### src/rtl/regfile_writeback.sv
// Register file writeback arbiter: merges load and ALU results
// into one write per cycle through a small in-order FIFO.
module regfile_writeback #(
  parameter int DEPTH = 4,
  parameter int XLEN  = 32,
  parameter int AW    = 5
) (
  input  logic                     clk,
  input  logic                     rst,
  input  logic                     ld_valid,
  input  logic [AW-1:0]            ld_rd,
  input  logic [XLEN-1:0]          ld_data,
  output logic                     ld_ready,
  input  logic                     alu_valid,
  input  logic [AW-1:0]            alu_rd,
  input  logic [XLEN-1:0]          alu_data,
  output logic                     alu_ready,
  output logic                     we3,
  output logic [AW-1:0]            a3,
  output logic [XLEN-1:0]          wd3,
  input  logic [AW-1:0]            q_addr,
  output logic                     q_hit,
  output logic [XLEN-1:0]          q_data,
  output logic [$clog2(DEPTH):0]   count
);

  localparam int PW = $clog2(DEPTH);
  localparam int CW = PW + 1;

  logic [AW-1:0]   rd_q   [DEPTH];
  logic [XLEN-1:0] data_q [DEPTH];
  logic [PW-1:0]   rptr;
  logic [PW-1:0]   wptr;
  logic [PW-1:0]   alu_slot;
  logic [PW-1:0]   idx;
  logic            ld_push;
  logic            alu_push;
  logic            pop;

  // Load keeps the last free slot; ALU only takes it if load is idle.
  assign ld_ready  = count <= CW'(DEPTH - 1);
  assign alu_ready = (count <= CW'(DEPTH - 2)) ||
                     ((count == CW'(DEPTH - 1)) && !ld_valid);

  // x0 writes complete the handshake but never occupy a slot.
  assign ld_push  = !rst && ld_valid && ld_ready &&
                    (ld_rd != '0);
  assign alu_push = !rst && alu_valid && alu_ready &&
                    (alu_rd != '0);
  assign pop      = count != '0;

  // Load is older when both arrive, so ALU lands behind it.
  assign alu_slot = ld_push ? wptr + PW'(1) : wptr;

  assign we3 = pop;
  assign a3  = rd_q[rptr];
  assign wd3 = data_q[rptr];

  // Pointer and occupancy bookkeeping.
  always_ff @(posedge clk) begin
    if (rst) begin
      rptr  <= '0;
      wptr  <= '0;
      count <= '0;
    end else begin
      rptr  <= rptr + PW'(pop);
      wptr  <= wptr + PW'(ld_push) + PW'(alu_push);
      count <= count + CW'(ld_push) + CW'(alu_push)
               - CW'(pop);
    end
  end

  // Entry storage; contents past count are never observed.
  always_ff @(posedge clk) begin
    if (ld_push) begin
      rd_q[wptr]   <= ld_rd;
      data_q[wptr] <= ld_data;
    end
    if (alu_push) begin
      rd_q[alu_slot]   <= alu_rd;
      data_q[alu_slot] <= alu_data;
    end
  end

  // Bypass: scan oldest to youngest so the youngest match wins.
  always_comb begin
    q_hit  = 1'b0;
    q_data = '0;
    idx    = '0;
    for (int i = 0; i < DEPTH; i++) begin
      idx = rptr + PW'(i);
      if ((CW'(i) < count) && (q_addr != '0) &&
          (rd_q[idx] == q_addr)) begin
        q_hit  = 1'b1;
        q_data = data_q[idx];
      end
    end
  end

endmodule

### config.mk
export PLATFORM = sky130hd
export DESIGN_NAME = regfile_writeback
export DESIGN_NICKNAME = d
export VERILOG_FILES = /design/src/rtl/regfile_writeback.sv
export SDC_FILE = /design/constraint.sdc
export NUM_CORES = 1
export LEC_CHECK = 0
export CORE_MARGIN = 3
export CORE_UTILIZATION = 50
export CTS_CLUSTER_SIZE = 28
export DETAILED_ROUTE_END_ITERATION = 7
export GPL_ROUTABILITY_DRIVEN = 1
export PLACE_DENSITY = 0.79
export SKIP_CTS_REPAIR_TIMING = 1
export SYNTH_ARGS = -nofsm -noshare
export SYNTH_HDL_FRONTEND = slang
export SYNTH_SLANG_ARGS = --single-unit
### constraint.sdc
create_clock -name clk -period 3.38 [get_ports clk]
set_input_delay 0.676 -clock clk [delete_from_list [all_inputs] [get_ports clk]]
set_output_delay 0.676 -clock clk [all_outputs]
set_load 0.05 [all_outputs]
Word level (Yosys, flattened, before mapping)
Memory sizes are Yosys's and may differ from the RTL's. A register that Yosys moved wholly into a read port is not among the register bits.
Index checks and enable logic that the tools add are counted.
{ "totals": {"out_inout_bits": 76, "register_bits": 7, "ramBits": 148, "memories": 2, "word_cells": 63} }
{ "memory_table": {"columns": ["memory", "depth", "width", "rd", "rd_clocked_by_memory_dff", "wr", "line_no", "source"], "rows": [
  ["data_q", 4, 32, 4, 1, 2, "31", "logic [XLEN-1:0] data_q [DEPTH];"],
  ["rd_q", 4, 5, 4, 1, 2, "30", "logic [AW-1:0] rd_q [DEPTH];"]
]} }
{ "classes": {"n_addsub": 10, "n_reduce_logical": 22, "eq_ne": 5, "magnitude_cmp": 6, "mux": 15} }
{ "ops": {"columns": ["op", "n"], "rows": [
  ["32-bit 2-to-1 mux", 4],
  ["5-bit equality test", 4],
  ["1-bit logical AND", 15],
  ["5-bit nonzero test", 3],
  ["1-bit 2-to-1 mux", 8],
  ["2-bit by 1-bit adder with 2-bit output", 3],
  ["3-bit by 1-bit adder with 3-bit output", 2],
  ["3-bit by 2-bit less-or-equal comparator with 1-bit output (second input constant)", 2],
  ["1-bit by 3-bit < comparator with 1-bit output (first input constant)", 2],
  ["2-bit by 3-bit < comparator with 1-bit output (first input constant)", 2],
  ["2-bit 2-to-1 mux", 3],
  ["2-bit by 1-bit adder with 2-bit output (second input constant)", 2],
  ["2-bit adder (second input constant)", 2],
  ["3-bit by 2-bit equality test with 1-bit output (second input constant)", 1],
  ["3-bit nonzero test", 1],
  ["3-bit by 1-bit subtractor with 3-bit output", 1],
  ["1-bit logical NOT", 2],
  ["1-bit logical OR", 1]
]} }

Longest topological paths before layout
{ "logic_depth": {"ltp_word": 7, "ltp_mapped": 12} }

Worst setup path before layout
Ideal clock, no wire load.
{ "synth_timing": {"path_kind": "register -> register", "start": "register count[1]", "end": "memory data_q[3][0] (enable)", "path_stages_with_launch": 11, "t_arrival_ps": 4302, "required_time_ps": 2987, "synth_period_minus_slack_ps": 4695, "path_slack_ps": -1315, "path_cell_list": "dfxtp_1 -> ha_1 -> nor2b_1 -> a21oi_1 -> o21ai_0 -> o2111a_1 -> inv_1 -> a21oi_1 -> buf_2 -> buf_1 -> a21o_1"} }
{ "synth_lines": {"columns": ["element", "line_no", "source"], "rows": [
  ["start: declaration", "24", "output logic [$clog2(DEPTH):0] count"],
  ["start signal: assignment", "68", "count <= count + CW'(ld_push) + CW'(alu_push)"],
  ["end: declaration", "31", null]
]} }

==> impl_metrics.ini <==
[pwr]
leakage_nw = 5.82
max-vdd-ir-drop_uv = 761
pwr_density_cell_nw_per_um2 = 846

[clock_network]
cts_tree = built
cts_buffer_depth = 2
clk_pin_slew_ns = 0.06
root_buffer = clkbuf_16
clkSinkCount = 155
clk_latency_ns = 0.43
cts_buffers = 17
htreeDepth = 4

[global_routing]
antenna_found_initial = 2
grt_pass1_vias = 11000
grt_max_degree = 142
grt_pass1_wl_microns = 59300
grt_usage = 0.289
grt_overflow = 0

[detailed_routing]
antenna_left = 0
wl_microns = 38800
drc_errors = 0
drt_pass1_iterations = 6
drt-wirelength-per-cell_microns = 24.4
vias_per_cell = 6.64
vias = 10582
drt_iter0_markers = 1119

[synthesis]
ys_ff_latch = 155
syn_area_sq_um = 11900
synth_warnings = 0
avgSynthCellArea_sq_um = 11.2
yosysTopAreaCellShare = 0.373
yosysTopAreaCell = edfxtp_1
synth.distinct_cells = 57
ys_seq_area_frac = 0.385
netlist_instances = 1066
syn-num-nets = 1160
ys_async_sr_fraction = 0
synth-edff-count = 148
synthTopCellsByArea = edfxtp_1, mux2_2, mux2i_1
ys.flop_type = edfxtp_1

[setup_path]
crit_path_frequent_cell = buf_6
crit_cells = 11
ff2ff_path_depth = 10
crit_path_end_kind = primary output
cp-start-kind = flop
cp.buffers_inverters = 4
critical_path.max_fanout = 13
r2r_slack_ns = 0.77
critPathMaxStageDelay_ns = 0.47
slowest_stage = mux4_2
r2r-end = data_q[3][12]
reg2reg_from = count[2]
path_class = reg2out
crit_arrival_ns = 3.34
crit_required_ns = 2.70
path_cells = buf_6, mux4_2, xnor2_2, nand4_1, buf_6, or3_4, clkbuf_16, o221ai_1, o21ai_1, a22o_4, buf_12
startpoint = rd_q[2][2]
endpoint = q_data[10]
critPathTopFamily = buffers and inverters

[sta]
setup_violations = 33
slew_viol_final = 0
rsz0062_at_grt = true
max_freq_mhz = 249
min_period_over_period = 1.19
final.setup_skew_ns = 0.0114
worstMarginPinSlew_ns = 0.804
post-route-min-period_ns = 4.01
finalHoldViolations = 0
fin_ws_ns = -0.634
slew-limit-headroom = 0.464

[hold_path]
hp-class = reg2reg

[finish]
drive_above_1_share = 0.424
instances_no_fill = 1593
final_cell_mix = mux2_2, edfxtp_1, mux2i_1
fin_nets = 1360
fin_area_sq_um = 16500
area_delta_synth_final_pct = 38.8
layout_commonest_cell = mux2_2

[flow_run]
drv_cap = 0

[placement]
place_inst = 1551
hpwlAfterDp_microns = 25200
pre_cts_ws_ns = -0.638
place_area_sq_um = 15500
gp_congestion = 0.859
portBuffers = 158

[run_status]
violations = setup timing
status = complete, but fails checks

[floorplan]
rows = 55
die_w_microns = 160
core-area_sq_um = 23100
die_height_microns = 160
fp.dieArea_sq_um = 25700
io_pins = 159
initial_utilization = 0.517
==> layer usage <==
metal / vias up / share of wire / global-route usage / wire length (microns)
met5: - / 0.00051 / 0 / 20
met4: 2 / 0.038 / 0.142 / 1460
met3: 117 / 0.090 / 0.0555 / 3490
met2: 658 / 0.50 / 0.489 / 19400
met1: 5174 / 0.37 / 0.355 / 14500
li1: 4631 / - / - / -
==> worst min-delay path, delay by kind of cell, from the launching register on <==
family | cells | cell delay [ns]
flops | 1 | 0.37
xor+xnor | 1 | 0.17
simple gates | 1 | 0.03
==> how the worst min path moves through the flow <==
stage                     startpoint  endpoint  slack [ns]  depth (start not counted)
after floorplan              wptr[1]   wptr[1]        0.56                          2
final                        wptr[1]   wptr[1]        0.62                          2
after global placement       wptr[1]   wptr[1]        0.61                          2
after global routing         wptr[1]   wptr[1]        0.64                          2
after CTS                    wptr[1]   wptr[1]        0.63                          2
after detailed placement     wptr[1]   wptr[1]        0.62                          2
==> where the power goes <==
part	switching, W	total, W	leakage [nW]	internal (W)
Sequential	0.000216	0.00266	1.41	0.00245
Combinational	0.00512	0.00923	4.10	0.00411
Clock	0.000825	0.00209	0.304	0.00126
==> kinds of logic after synthesis <==
group,synth area share
adders and majority gates,0.0134
DFF,0.385
xor gates and xnor gates,0.0125
muxes,0.312
and+or+nand+nor,0.0756
buffers and inverters,0.0438
AOI/OAI and AO/OA,0.158
==> state kept, by name, summed over array words and instances, names as in the netlist <==
register	cells
count	3
data_q	128
rd_q	20
rptr	2
wptr	2
==> Yosys cell counts (all sizes together) (10+ instances only) <==
| library cell | count |
|---|---|
| a21oi | 42 |
| a22o | 17 |
| buf | 61 |
| clkbuf | 43 |
| edfxtp | 148 |
| inv | 13 |
| mux2 | 196 |
| mux2i | 101 |
| mux4 | 22 |
| nand2 | 18 |
| nor2 | 88 |
| nor3 | 19 |
| o21ai | 54 |
| o221ai | 50 |
| o22ai | 26 |
| o2bb2ai | 10 |
| o311a | 20 |
| or3 | 27 |
| xnor2 | 15 |
==> cell type report <==
cell class                      count  area, sq um
Antenna cell                        1         2.50
Clock buffer                       19          443
Clock inverter                     13          189
Fill cell                        1523         6520
Inverter                           13         48.8
Multi-Input combinational cell    794         7330
Sequential cell                   155         4590
Tap cell                          313          392
Timing Repair Buffer              285         3540
==> per-stage QoR <==
stage / hold slack [ns] / TNS [ns] / total power, W / util
4_1_cts: 0.625 / -19.52 / 0.0136 / 0.699
2_1_floorplan: 0.564 / -0.849 / 0.00820 / -
3_5_place_dp: 0.619 / -18.68 / 0.0115 / 0.672
3_3_place_gp: 0.608 / -17.29 / 0.0113 / 0.672
5_1_grt: 0.644 / -21.29 / 0.0145 / 0.717
6_report: 0.619 / -18.36 / 0.0140 / 0.717
(Power assumes the default switching activity.)
